### config.mk
export PLATFORM = sky130hd
export DESIGN_NAME = requant_output_packer_flat
export DESIGN_NICKNAME = d
export VERILOG_FILES = /design/src/rtl/requant_output_packer_pkg.sv /design/src/rtl/requant_output_packer_if.sv /design/src/rtl/requant_output_packer_byte_compactor.sv /design/src/rtl/requant_output_packer.sv /design/src/flat_wrapper.sv
export SDC_FILE = /design/constraint.sdc
export NUM_CORES = 1
export LEC_CHECK = 0
export CELL_PAD_IN_SITES_DETAIL_PLACEMENT = 0
export CELL_PAD_IN_SITES_GLOBAL_PLACEMENT = 1
export CORE_ASPECT_RATIO = 0.7
export CORE_MARGIN = 2
export CORE_UTILIZATION = 40
export CTS_CLUSTER_DIAMETER = 60
export CTS_CLUSTER_SIZE = 8
export DETAILED_ROUTE_END_ITERATION = 12
export DONT_BUFFER_PORTS = 1
export PLACE_DENSITY = 0.77
export SYNTH_ARGS = -nofsm -noshare
export SYNTH_HDL_FRONTEND = slang
export SYNTH_HIERARCHICAL = 1
export SYNTH_SLANG_ARGS = --single-unit
### constraint.sdc
create_clock -name clk -period 24.9 [get_ports clk]
set_clock_uncertainty 0.1 [all_clocks]
set_input_delay 7.47 -clock clk [delete_from_list [all_inputs] [get_ports clk]]
set_output_delay 7.47 -clock clk [all_outputs]
set_load 0.005 [all_outputs]
### src/rtl/requant_output_packer_pkg.sv
// requant_output_packer_pkg: shared widths, FSM state encodings and int8 saturation helper.
package requant_output_packer_pkg;
    localparam int PK_DATA_WIDTH = 8;
    localparam int PK_LANES = 8;
    localparam int PK_SRAM_WIDTH = PK_LANES * PK_DATA_WIDTH;
    localparam int PK_ADDR_WIDTH = 18;
    localparam logic signed [9:0] SAT_MIN = -10'sd128;
    localparam logic signed [9:0] SAT_MAX = 10'sd127;

    typedef enum logic [1:0] {PK_IDLE, PK_RUN, PK_FLUSH, PK_DONE} pk_state_t;

    function automatic logic [7:0] sat8(input logic signed [9:0] v);
        return v < SAT_MIN ? SAT_MIN[7:0] : v > SAT_MAX ? SAT_MAX[7:0] : v[7:0];
    endfunction
endpackage

### src/rtl/requant_output_packer_if.sv
// requant_output_packer_if: input lane beat plus output-SRAM write port.
interface requant_output_packer_if import requant_output_packer_pkg::*; #(
    parameter int DATA_WIDTH = PK_DATA_WIDTH,
    parameter int LANES = PK_LANES,
    parameter int SRAM_WIDTH = PK_SRAM_WIDTH,
    parameter int MAX_ADDR_WIDTH = PK_ADDR_WIDTH
) ();
    logic in_valid;
    logic [LANES*DATA_WIDTH-1:0] in_data;
    logic [3:0] in_num_lanes;
    logic sram_we;
    logic [MAX_ADDR_WIDTH-1:0] sram_addr;
    logic [SRAM_WIDTH-1:0] sram_wdata;
    logic [LANES-1:0] sram_wmask;

    modport master(output in_valid, in_data, in_num_lanes, input sram_we, sram_addr, sram_wdata, sram_wmask);
    modport slave(input in_valid, in_data, in_num_lanes, output sram_we, sram_addr, sram_wdata, sram_wmask);
endinterface

### src/rtl/requant_output_packer_byte_compactor.sv
// requant_output_packer_byte_compactor: appends lanes 0..n-1 at byte offset cnt of the 16-byte buffer.
module requant_output_packer_byte_compactor import requant_output_packer_pkg::*; #(
    parameter int DATA_WIDTH = PK_DATA_WIDTH,
    parameter int LANES = PK_LANES
) (
    input  logic [2*LANES*DATA_WIDTH-1:0] buf_in,
    input  logic [3:0] cnt,
    input  logic [LANES*DATA_WIDTH-1:0] data,
    input  logic [3:0] n,
    output logic [2*LANES*DATA_WIDTH-1:0] buf_out
);
    logic [LANES*DATA_WIDTH-1:0] masked;

    // Bytes at and above cnt are always zero in buf_in, so OR-ing is a safe append.
    always_comb begin
        masked = '0;
        for (int i = 0; i < LANES; i++)
            masked[i*DATA_WIDTH +: DATA_WIDTH] = i < int'(n) ? data[i*DATA_WIDTH +: DATA_WIDTH] : '0;
        buf_out = buf_in | ({{LANES*DATA_WIDTH{1'b0}}, masked} << (cnt * DATA_WIDTH));
    end
endmodule

### src/rtl/requant_output_packer.sv
// requant_output_packer: packs int8 lane beats into masked 64-bit SRAM words, flushes the tail, pulses done.
// Optional OUTPUT_OFFSET_EN adds a saturating signed output zero point to every accepted lane.
module requant_output_packer import requant_output_packer_pkg::*; #(
    parameter int DATA_WIDTH = PK_DATA_WIDTH,
    parameter int LANES = PK_LANES,
    parameter int SRAM_WIDTH = PK_SRAM_WIDTH,
    parameter int MAX_ADDR_WIDTH = PK_ADDR_WIDTH
) (
    input  logic clk,
    input  logic rst,
    input  logic start,
    input  logic [MAX_ADDR_WIDTH-1:0] base_addr,
    input  logic [MAX_ADDR_WIDTH-1:0] total_elems,
    requant_output_packer_if.slave bus,
    output logic busy,
    output logic done,
    output logic overflow_err
`ifdef OUTPUT_OFFSET_EN
    ,
    input  logic signed [7:0] output_offset
`endif
);
    localparam int W = MAX_ADDR_WIDTH;

    pk_state_t state, state_next;
    logic [2*SRAM_WIDTH-1:0] buf_q, merged;
    logic [LANES*DATA_WIDTH-1:0] lanes;
    logic [3:0] cnt, n, req;
    logic [4:0] fill;
    logic [W-1:0] elems, total, next_addr, remaining;
    logic accept, trunc, stray, last;

    always_comb begin
        req = bus.in_num_lanes > 4'(LANES) ? 4'(LANES) : bus.in_num_lanes;
        remaining = total - elems;
        trunc = W'(req) > remaining;
        n = trunc ? remaining[3:0] : req;
        accept = bus.in_valid && state == PK_RUN && !start;
        stray = bus.in_valid && state != PK_RUN && !start && req != 4'd0;
        last = accept && elems + W'(n) == total;
        fill = {1'b0, cnt} + {1'b0, n};
        state_next = start ? PK_RUN :
                     state == PK_RUN ? (last ? PK_FLUSH : PK_RUN) :
                     state == PK_FLUSH ? PK_DONE : PK_IDLE;
    end

`ifdef OUTPUT_OFFSET_EN
    always_comb begin
        lanes = '0;
        for (int i = 0; i < LANES; i++)
            lanes[i*8 +: 8] = sat8({{2{bus.in_data[i*8+7]}}, bus.in_data[i*8 +: 8]} + {{2{output_offset[7]}}, output_offset});
    end
`else
    assign lanes = bus.in_data;
`endif

    requant_output_packer_byte_compactor #(.DATA_WIDTH(DATA_WIDTH), .LANES(LANES)) u_compactor (
        .buf_in(buf_q),
        .cnt(cnt),
        .data(lanes),
        .n(n),
        .buf_out(merged)
    );

    always_ff @(posedge clk or posedge rst)
        if (rst) state <= PK_IDLE;
        else state <= state_next;

    always_ff @(posedge clk or posedge rst) begin
        if (rst) begin
            bus.sram_we <= 1'b0;
            bus.sram_addr <= '0;
            bus.sram_wdata <= '0;
            bus.sram_wmask <= '0;
            busy <= 1'b0;
            done <= 1'b0;
            overflow_err <= 1'b0;
            buf_q <= '0;
            cnt <= '0;
            elems <= '0;
            total <= '0;
            next_addr <= '0;
        end else begin
            bus.sram_we <= 1'b0;
            done <= 1'b0;
            busy <= state_next == PK_RUN || state_next == PK_FLUSH;
            if (start) begin
                buf_q <= '0;
                cnt <= '0;
                elems <= '0;
                total <= total_elems;
                next_addr <= base_addr;
                overflow_err <= 1'b0;
            end else begin
                if ((accept && trunc) || stray) overflow_err <= 1'b1;
                if (accept) begin
                    elems <= elems + W'(n);
                    if (fill >= 5'(LANES)) begin
                        bus.sram_we <= 1'b1;
                        bus.sram_addr <= next_addr;
                        bus.sram_wdata <= merged[SRAM_WIDTH-1:0];
                        bus.sram_wmask <= '1;
                        buf_q <= merged >> SRAM_WIDTH;
                        cnt <= 4'(fill - 5'(LANES));
                        next_addr <= next_addr + 1'b1;
                    end else begin
                        buf_q <= merged;
                        cnt <= fill[3:0];
                    end
                end
                if (state == PK_FLUSH) begin
                    done <= 1'b1;
                    buf_q <= '0;
                    cnt <= '0;
                    if (cnt != 4'd0) begin
                        bus.sram_we <= 1'b1;
                        bus.sram_addr <= next_addr;
                        bus.sram_wdata <= buf_q[SRAM_WIDTH-1:0];
                        bus.sram_wmask <= LANES'((1 << cnt) - 1);
                        next_addr <= next_addr + 1'b1;
                    end
                end
            end
        end
    end
endmodule

### src/flat_wrapper.sv
// flat-port wrapper written by rule: the top's interface ports become plain ports
module requant_output_packer_flat import requant_output_packer_pkg::*;
#(
    parameter int DATA_WIDTH = PK_DATA_WIDTH,
    parameter int LANES = PK_LANES,
    parameter int SRAM_WIDTH = PK_SRAM_WIDTH,
    parameter int MAX_ADDR_WIDTH = PK_ADDR_WIDTH
)
  (clk, rst, start, base_addr, total_elems, busy, done, overflow_err, bus_in_valid, bus_in_data, bus_in_num_lanes, bus_sram_we, bus_sram_addr, bus_sram_wdata, bus_sram_wmask);
  requant_output_packer_if #(.DATA_WIDTH(DATA_WIDTH), .LANES(LANES), .SRAM_WIDTH(SRAM_WIDTH), .MAX_ADDR_WIDTH(MAX_ADDR_WIDTH)) bus_i ();
  input  logic clk;
  input  logic rst;
  input  logic start;
  input  logic [MAX_ADDR_WIDTH-1:0] base_addr;
  input  logic [MAX_ADDR_WIDTH-1:0] total_elems;
  output logic busy;
  output logic done;
  output logic overflow_err;
  input wire logic [$bits(bus_i.in_valid)-1:0] bus_in_valid;
  input wire logic [$bits(bus_i.in_data)-1:0] bus_in_data;
  input wire logic [$bits(bus_i.in_num_lanes)-1:0] bus_in_num_lanes;
  output wire logic [$bits(bus_i.sram_we)-1:0] bus_sram_we;
  output wire logic [$bits(bus_i.sram_addr)-1:0] bus_sram_addr;
  output wire logic [$bits(bus_i.sram_wdata)-1:0] bus_sram_wdata;
  output wire logic [$bits(bus_i.sram_wmask)-1:0] bus_sram_wmask;
  assign bus_i.in_valid = bus_in_valid;
  assign bus_i.in_data = bus_in_data;
  assign bus_i.in_num_lanes = bus_in_num_lanes;
  assign bus_sram_we = bus_i.sram_we;
  assign bus_sram_addr = bus_i.sram_addr;
  assign bus_sram_wdata = bus_i.sram_wdata;
  assign bus_sram_wmask = bus_i.sram_wmask;
  requant_output_packer #(.DATA_WIDTH(DATA_WIDTH), .LANES(LANES), .SRAM_WIDTH(SRAM_WIDTH), .MAX_ADDR_WIDTH(MAX_ADDR_WIDTH)) u_core (.clk(clk), .rst(rst), .start(start), .base_addr(base_addr), .total_elems(total_elems), .bus(bus_i), .busy(busy), .done(done), .overflow_err(overflow_err));
endmodule
Yosys cells after proc, flatten, opt, wreduce, memory -nomap -nowiden
Index checks and enable logic that the tools add are counted.

Add/sub/neg operators: 6. Magnitude comparators: 11. Equality and inequality tests: 6. Shift-type cells: 2. Muxes and demuxes: 50. Bitwise operators: 1. Reduce and logical (&&, ||, !) cells: 15.

Operators with widths (number): two-way mux 128 bit (4); two-way mux 64 bit (4); two-way mux 18 bit (11); bitwise OR 128 bit (1); left shift 64 x 7 -> 128 bit (1); two-way mux 8 bit (12); two-way mux 4 bit (6); adder 18 x 1 -> 18 bit, second input constant (1); adder 18 x 4 -> 18 bit (1); equality test 18 bit (1); greater-than comparator 4 x 18 -> 1 bit (1); subtractor 18 bit (1); less-than comparator 3 x 4 -> 1 bit, first input constant (4); two-way mux 1 bit (9); less-than comparator 1 x 4 -> 1 bit, first input constant (2); less-than comparator 2 x 4 -> 1 bit, first input constant (2); two-way mux 2 bit (4); nonzero test 4 bit (2); left shift 1 x 4 -> 8 bit, first input constant (1); subtractor 8 x 2 -> 8 bit, second input constant (1); logical AND 1 bit (7); adder 4 x 4 -> 5 bit (1); >= comparator 5 x 4 -> 1 bit, second input constant (1); equality test 2 x 1 -> 1 bit, second input constant (2); 8 further kinds (11).

Flip-flop bits (word level): 282. Input bits: 108. Output and inout bits: 94. Word-level logic and storage cells: 104.

Logic depth before layout (Yosys ltp)
Gate-level depths: netlist (run 1).

Word-level depth: 12. Gate-level depth with buffers: 26. Mapped depth without buffers: 25.

Modules after synthesis
The synthesis (run 1) kept the hierarchy.

Modules (own cells, without submodules): requant_output_packer (times used 1, cells an instance 1370, area an instance 13893.3 sq um, sequential area each 7056.8 sq um); requant_output_packer_byte_compactor (times used 1, cells an instance 616, area an instance 4175.3 sq um, sequential area each 0.0 sq um).

Worst setup path before layout (run 1)
Ideal clock, no wire load.

Path kind: input -> register. From: input bus_in_num_lanes[3]. To: register u_core.state[0]. Setup time: 0.143 ns. Arrival time: 12.359 ns. Required time: 24.657 ns. Path slack: 12.299 ns. Stages on the path: 21. Buffers on the path: 0. Path through: inv_1 -> nand2_1 -> inv_1 -> ha_1 -> nand4_1 -> o221ai_1 -> nor3_1 -> and4_1 -> o2111ai_1 -> or4b_4 -> nor4b_4 -> mux2i_1 -> fa_1 -> nand3_1 -> a2111oi_0 -> nand2_1 -> xnor2_1 -> nor4_1 -> o2111ai_1 -> a2111oi_1 -> o211ai_1.

Longest elaborated chain between the ends: 10.

RTL lines: start: declaration (line flat_wrapper.sv:21) `input wire logic [$bits(bus_i.in_num_lanes)-1:0] bus_in_num_lanes;`; greater-than comparator 4 bit (line requant_output_packer.sv:34) `req = bus.in_num_lanes > 4'(LANES) ? 4'(LANES) : bus.in_num_lanes;`; two-way mux 4 bit (*) (line requant_output_packer.sv:34); greater-than comparator 4 x 18 -> 1 bit (line requant_output_packer.sv:36) `trunc = W'(req) > remaining;`; two-way mux 4 bit (*) (line requant_output_packer.sv:37) `n = trunc ? remaining[3:0] : req;`; net u_core.n[1] (line requant_output_packer.sv:28) `logic [3:0] cnt, n, req;`; adder 18 x 4 -> 18 bit (*) (line requant_output_packer.sv:40) `last = accept && elems + W'(n) == total;`; equality test 18 bit (*) (line requant_output_packer.sv:40); logical AND 1 bit (*) (line requant_output_packer.sv:40); two-way mux 2 bit (*) (2 in series) (line requant_output_packer.sv:43) `state == PK_RUN ? (last ? PK_FLUSH : PK_RUN) :`; two-way mux 2 bit (*) (line requant_output_packer.sv:42) `state_next = start ? PK_RUN :`; net u_core.state_next[0] (line requant_output_packer.sv:25) `pk_state_t state, state_next;`; end signal: assignment (line requant_output_packer.sv:67) `else state <= state_next;`; end: declaration (line requant_output_packer.sv:25).

Mark *: on every way through the listed nets, which the timed path passes. The rest lies on a longest branch. A chain may end at the register's enable or synchronous reset.

Final worst setup path (run 1)
From: input bus_in_num_lanes[3]. To: register u_core.bus.sram_addr[7].

Longest elaborated chain between the ends: 10.

RTL lines: greater-than comparator 4 bit (line requant_output_packer.sv:34); two-way mux 4 bit (*) (line requant_output_packer.sv:34); greater-than comparator 4 x 18 -> 1 bit (line requant_output_packer.sv:36); two-way mux 4 bit (*) (line requant_output_packer.sv:37); net u_core.n[0] (line requant_output_packer.sv:28); adder 4 x 4 -> 5 bit (*) (line requant_output_packer.sv:41) `fill = {1'b0, cnt} + {1'b0, n};`; >= comparator 5 x 4 -> 1 bit (*) (line requant_output_packer.sv:98) `if (fill >= 5'(LANES)) begin`; two-way mux 18 bit (*) (line requant_output_packer.sv:98); two-way mux 18 bit (*) (line requant_output_packer.sv:96) `if (accept) begin`; two-way mux 18 bit (line requant_output_packer.sv:115) `if (cnt != 4'd0) begin`; two-way mux 18 bit (*) (line requant_output_packer.sv:111) `if (state == PK_FLUSH) begin`; end signal: assignment (line requant_output_packer.sv:100) `bus.sram_addr <= next_addr;`; end signal: assignment (line requant_output_packer.sv:117) `bus.sram_addr <= next_addr;`; end: declaration (line requant_output_packer_if.sv:17) `modport slave(input in_valid, in_data, in_num_lanes, output sram_we, sram_addr, sram_wdata, sram_wmask);`.

Marks and branches as above.

==> qor.csv, run 1 <==
metric;value;unit
Arr. time, crit path;14.40;ns
wire per inst;27.6;um
clk_lat worst skew;0.55;ns
Buffers on Ports;0;
vias in the first global route;15600;
Synth Instances;1986;
Post-synth EDFFs;0;
critical path's top delay family;simple AND/OR/NAND/NOR gates;
sequential share of the synthesized area;0.391;
f_max;0.0711;GHz
CP peak stage delay;0.91;ns
CTS Buf Count;43;
# hold bufs at CTS;0;
yosys warns;6;
drt first pass iters;6;
Final WS setup;10.84;ns
Post-CTS Setup Bufs;0;
Die W;258;um
DR iter-0 viols;2271;
DRC Markers;0;
CTS Root Cell;clkbuf_16;
core area;44800;um2
Max VDD drop;0.0464;mV
Clock Tree Buf Depth;3;
Final Net Count;2059;
post-CTS sizing;0;
Power Dens Cells;70.1;nW/um2
row count;65;
chip height;182;um
Buf/Inv on CP;6;
Syn Area/Cell;9.10;um2
H-tree depth;2;
Critical Path RT;25.24;ns
Crit. End Element;flip-flop;
Worst Hold Class;reg -> reg;
Setup CP Type;in -> reg;
Top FF cell, synth;dfrtp_1;
crit-path cells;inv_1 > nand2_1 > inv_1 > ha_1 > nand4_1 > o221ai_1 > nor3_1 > and4_1 > o2111ai_1 > or4b_4 > nor4b_4 > mux2i_1 > buf_4 > ha_1 > inv_1 > fa_1 > and4_1 > o21ai_0 > nand2_2 > buf_4 > a21oi_4 > buf_4 > mux2_2;
crit path max fanout;67;
Initial Util;0.403;
CTS tree;yes;
WL final;69.6;mm
final setup fails;0;
pre-CTS WS;10.38;ns
vias;16600;
Worst Tran Pin Value;1.52;ns
first-pass GRT wire length;104;mm
Worst Setup Start Kind;primary input;
post-synthesis net count;2129;
hpwl dp;48.8;mm
initial antenna violation count;1;
Vias/cell;6.58;
Slew headroom;-0.0254;
Slew Viols, Final;5;
Final Critical Period;14.06;ns
layout cells sized above 1;0.102;
Static Leakage;0.00832;uW
GR Overflow Total;0;
Synth Cell Area;18100;um2
number of routed nets with antenna violations;0;
num ports;202;
GRT Overall Usage;0.290;
top-area cell type share of the netlist area;0.391;
setup TNS;0;ns
GP Congestion;1.00;
highest-delay cell along the critical path;a21oi_4;
unrepaired setup endpoints after global routing;false;
CTS Sinks;282;
Yosys reg bits;282;
final hold violation count;0;
die footprint;46900;um2
Clock transition at path regs;0.05;ns
failing checks;max-capacitance violations, max-slew violations;
area grow syn2layout;9.22;%
Ant. Diodes;0;
outcome;complete, but fails checks;
post-route clock period utilization;0.565;
largest net degree at the start of global routing;102;
Fill cells;4274;
Distinct cells, synth;95;
cell taking the most area after synthesis;dfrtp_1;
top cells by area, synth;dfrtp_1, mux2i_1, o21ai_0, nand2_1, a21oi_1;
async set-reset flop share out of synthesis;1.00;
Max Cap Violations;1;
## metrics by stage
stage | cells | total power (uW) | utilization | cell area, um2 | hold WS [ns]
after floorplan | 1986 | 753 | - | 18100 | 0.365
after global placement | 2474 | 839 | 0.414 | 18500 | 0.382
after detailed placement | 2474 | 844 | 0.414 | 18500 | 0.381
after CTS | 2525 | 1390 | 0.440 | 19700 | 0.401
after global routing | 2525 | 1440 | 0.440 | 19700 | 0.416
final | 2525 | 1380 | 0.440 | 19700 | 0.400
## power by group
part | switching (uW) | internal (uW)
Clock | 211 | 327
Sequential | 47.4 | 508
Combinational | 185 | 105
## cell usage in the layout, fill, tap and decap left out, types with 36 or more instances in the layout
cell / n
dfrtp_1: 279
nand2_1: 173
nor2_1: 154
o21ai_0: 135
a21oi_1: 129
mux2i_1: 97
a22o_1: 73
o22ai_1: 66
inv_1: 57
a21o_1: 44
clkbuf_16: 43
nor3_1: 43
xnor2_1: 40
nand3_1: 39
buf_4: 37
mux2_2: 36
## Yosys cell counts (all sizes together) (25+ instances only)
library cell,count
dfrtp,282
nand2,176
nor2,156
o21ai,142
a21oi,131
mux2i,100
clkbuf,98
a22o,73
o22ai,66
inv,59
buf,54
nor3,45
a21o,44
xnor2,40
nand3,39
mux2,37
ha,32
o221ai,30
a211o,28
o21bai,27
a211oi,25
## sequential cells by signal, indices dropped and copies added, names as in the netlist
name and count:
u_core/next_addr 18, u_core/bus.sram_we 1, u_core/bus.sram_addr 18, u_core/bus.sram_wdata 64, u_core/overflow_err 1, u_core/elems 18
u_core/cnt 4, u_core/bus.sram_wmask 8, u_core/busy 1, u_core/done 1, u_core/total 18, u_core/buf_q 128
u_core/state 2
## cells by family after synthesis
family,Yosys count,share of synthesized area
muxes,137,0.0787
buffers and inverters,213,0.0488
adders and majority gates,35,0.0255
xor gates and xnor gates,60,0.0291
and+or+nand+nor,523,0.135
DFF,282,0.391
AOI/OAI and AO/OA,736,0.292
## routing by layer
layer | vias up | GRT usage | part of all wire
met5 | - | 0.0134 | 0.0014
met1 | 8275 | 0.438 | 0.45
met2 | 898 | 0.381 | 0.39
met3 | 140 | 0.0981 | 0.12
li1 | 7309 | - | -
met4 | 4 | 0.0879 | 0.030
## layout make-up
| class | instances | area, um2 | area share |
|---|---|---|---|
| clock buffer | 45 | 1080 | 0.0549 |
| clock inverter | 6 | 110 | 0.00558 |
| inverter | 61 | 236 | 0.0120 |
| multi-input combinational | 1491 | 10200 | 0.517 |
| sequential | 282 | 7060 | 0.358 |
| tap | 603 | 754 | 0.0382 |
| timing repair buffer | 37 | 278 | 0.0141 |
## worst reg2reg max path, stage by stage, from the launching register on
cell and delay [ns]:
dfrtp_1 0.47, inv_1 0.08, ha_1 0.29, nor2b_1 0.18
or2_2 0.31, a211o_1 0.30, nand2_1 0.16, ha_1 0.29
nand4_1 0.08, o221ai_1 0.10, nor3_1 0.18, and4_1 0.24
o2111ai_1 0.11, or4b_4 0.57, nor4b_4 0.55, mux2i_1 0.25
buf_4 0.24, ha_1 0.22, inv_1 0.06, fa_1 0.41
and4_1 0.24, o21ai_0 0.41, nand2_2 0.09, buf_4 0.37
a21oi_4 0.99, buf_4 0.67, mux2_2 0.48
## path summary, 6_finish.rpt
check | cells after the start | end | slack [ns] | start
min | 2 | u_core/buf_q[11] | 0.40 | u_core/buf_q[11]
max reg2reg | 26 | u_core/bus.sram_addr[7] | 16.37 | u_core/elems[1]
min reg2reg | 2 | u_core/buf_q[11] | 0.40 | u_core/buf_q[11]
max | 23 | u_core/bus.sram_addr[7] | 10.84 | bus_in_num_lanes[3]
max in group asynchronous | 3 | u_core/buf_q[10] | 15.74 | rst
min in group asynchronous | 1 | u_core/cnt[1] | 6.82 | rst
Power figures use the tool's default switching activity.
==> inputs of run 2 (changes only) <==
- PLACE_DENSITY: 0.77 -> 0.8
- clock period: 24.9 -> 12.5 ns (I/O delays scaled with it)
==> run 2 against run 1 <==
The flow now finishes without violations. Routed wire length down 2.6%. Worst setup slack worse by 7.8 ns. Clock power rose by 93%. Via count about the same.
==> qor.csv, run 2 (same netlist as run 1, synthesis figures left out) <==
metric;value;unit;change
Ant. Diodes;0;;unchanged
max reg flops;128;;unchanged
f_max;0.105;GHz;
Clock power frac;0.382;;was 0.389
net switching power;884;uW;was 444 uW
Worst Hold Class;reg -> reg;;unchanged
CTS Sinks;282;;unchanged
# hold bufs at CTS;0;;unchanged
CTS Buf Count;43;;unchanged
vias;16600;;about the same
final setup fails;0;;unchanged
outcome;completed;;was complete, but fails checks
crit path max fanout;47;;was 67
GR Overflow Total;0;;unchanged
Max VDD drop;0.0897;mV;was 0.0464 mV
power share of the combinational group;0.210;;about the same
worst r2r src;u_core/elems[1];;unchanged
internal power;1830;uW;was 939 uW
Final Critical Period;9.49;ns;
most common cell after layout, fill and taps aside;dfrtp_1;;unchanged
Worst Tran Pin Value;1.38;ns;was 1.52 ns
H-tree depth;2;;unchanged
Reg with most FFs;u_core/buf_q;;unchanged
Clock Tree Buf Depth;3;;unchanged
Max Cap Violations;0;;was 1
WL final;67.8;mm;was 69.6 mm
core area;44800;um2;unchanged
hpwl dp;47.2;mm;was 48.8 mm
Buffers on Ports;0;;unchanged
row count;65;;unchanged
initial antenna violation count;0;;was 1
Net Sw Frac;0.325;;was 0.321
Util after Layout;0.439;;was 0.440
largest net degree at the start of global routing;172;;was 102
Clock transition at path regs;0.05;ns;about the same
Initial Util;0.403;;unchanged
Vias/cell;6.59;;was 6.58
first-pass GRT wire length;101;mm;was 104 mm
clk_lat worst skew;0.55;ns;about the same
layout cells sized above 1;0.0985;;was 0.102
Worst Setup Start Kind;primary input;;unchanged
CP Capture Point;u_core/state[0];;was u_core/bus.sram_addr[7]
CTS tree;yes;;unchanged
die footprint;46900;um2;unchanged
chip height;182;um;unchanged
worst hold slack;0.398;ns;was 0.400 ns
setup TNS;0;ns;unchanged
area grow syn2layout;8.80;%;was 9.22%
CP Launch Point;bus_in_num_lanes[3];;unchanged
final hold violation count;0;;unchanged
Post-CTS Setup Bufs;0;;unchanged
Critical Path RT;12.78;ns;was 25.24 ns
Crit. End Element;flip-flop;;unchanged
biggest regs;u_core/buf_q x128, u_core/bus.sram_wdata x64;;unchanged
DRC Markers;0;;unchanged
Slew headroom;0.0696;;was -0.0254
Setup CP Type;in -> reg;;unchanged
DR iter-0 viols;2013;;was 2271
hold wc startpoint;u_core/buf_q[39];;was u_core/buf_q[11]
post-CTS sizing;0;;unchanged
Static Leakage;0.00827;uW;was 0.00832 uW
num ports;202;;unchanged
Slew Viols, Final;0;;was 5
reg-to-reg slack, setup;4.76;ns;was 16.37 ns
CTS Root Cell;clkbuf_16;;unchanged
share of total power in sequential cells;0.408;;was 0.402
vias in the first global route;15400;;was 15600
Die W;258;um;unchanged
wire per inst;26.9;um;was 27.6 um
drt first pass iters;6;;unchanged
unrepaired setup endpoints after global routing;false;;unchanged
Power Dens Cells;138;nW/um2;was 70.1 nW/um2
post-route clock period utilization;0.759;;
Final Net Count;2054;;was 2059
r2r worst-path depth;25;;was 26
Tot Pwr;2720;uW;was 1380 uW
Arr. time, crit path;9.78;ns;was 14.40 ns
Critical R2R Capture;u_core/state[0];;was u_core/bus.sram_addr[7]
commonest non-fill, non-tap cells in the layout;dfrtp_1, nand2_1, nor2_1;;unchanged
GRT Overall Usage;0.281;;was 0.290
GP Congestion;0.965;;was 1.00
number of routed nets with antenna violations;0;;unchanged
worst hold stages;2;;unchanged
[run 2: cell types whose count changed in the layout (fill, tap and decap cells not counted), moves of 2 or more]
cell,before,now
clkinvlp_4,0,3
clkinv_8,2,0
bufinv_16,2,0
clkbuf_1,2,4
buf_4,37,31
[run 2: final cells by class]
cell class                 count  area [um2]
fill                        4357       25200
multi-input combinational   1491       10200
sequential                   282        7060
clock buffer                  47        1090
tap                          603         754
timing repair buffer          32         253
inverter                      61         236
clock inverter                 6        60.1
[run 2: routing by layer]
layer	part of all wire	up-vias	track usage
li1	-	7301	-
met1	0.45	8228	0.417
met2	0.40	934	0.380
met3	0.12	148	0.0914
met4	0.031	0	0.0883
met5	0	-	0.00412
[run 2: power by group through the flow]
stage          logic, uW  clock network, uW  registers (uW)
2_1_floorplan        413                  0            1090
3_3_place_gp         543                  0            1130
3_5_place_dp         553                  0            1130
4_1_cts              557               1060            1110
5_1_grt              614               1100            1120
6_report             571               1040            1110
[run 2: through the flow]
| stage | setup WS, ns | cells | cell area [um2] |
|---|---|---|---|
| 2_1_floorplan | 0.871 | 1986 | 18100 |
| 3_3_place_gp | 2.72 | 2469 | 18500 |
| 3_5_place_dp | 2.51 | 2469 | 18500 |
| 4_1_cts | 3.06 | 2522 | 19700 |
| 5_1_grt | 2.49 | 2522 | 19700 |
| 6_report | 3.01 | 2522 | 19700 |
[run 2: worst max-delay path, stage by stage]
cell	delay (ns)
inv_1	0.12
nand2_1	0.15
inv_1	0.09
ha_1	0.23
nand4_1	0.09
o221ai_1	0.11
nor3_1	0.22
and4_1	0.24
o2111ai_1	0.10
or4b_4	0.57
nor4b_4	0.53
mux2i_4	0.32
buf_4	0.49
ha_1	0.27
a21oi_1	0.12
a2111oi_0	0.83
nand2_1	0.15
xnor2_1	0.17
nor4_1	0.31
o2111ai_1	0.15
a2111oi_1	0.60
o211ai_1	0.15
[run 2: worst min-delay path by stage]
stage,endpoint,slack [ns]
final,u_core/buf_q[39],0.40
after global routing,u_core/buf_q[112],0.42
after CTS,u_core/buf_q[39],0.40
after detailed placement,u_core/bus.sram_wmask[0],0.38
after global placement,u_core/buf_q[34],0.38
after floorplan,u_core/bus.sram_wmask[0],0.36
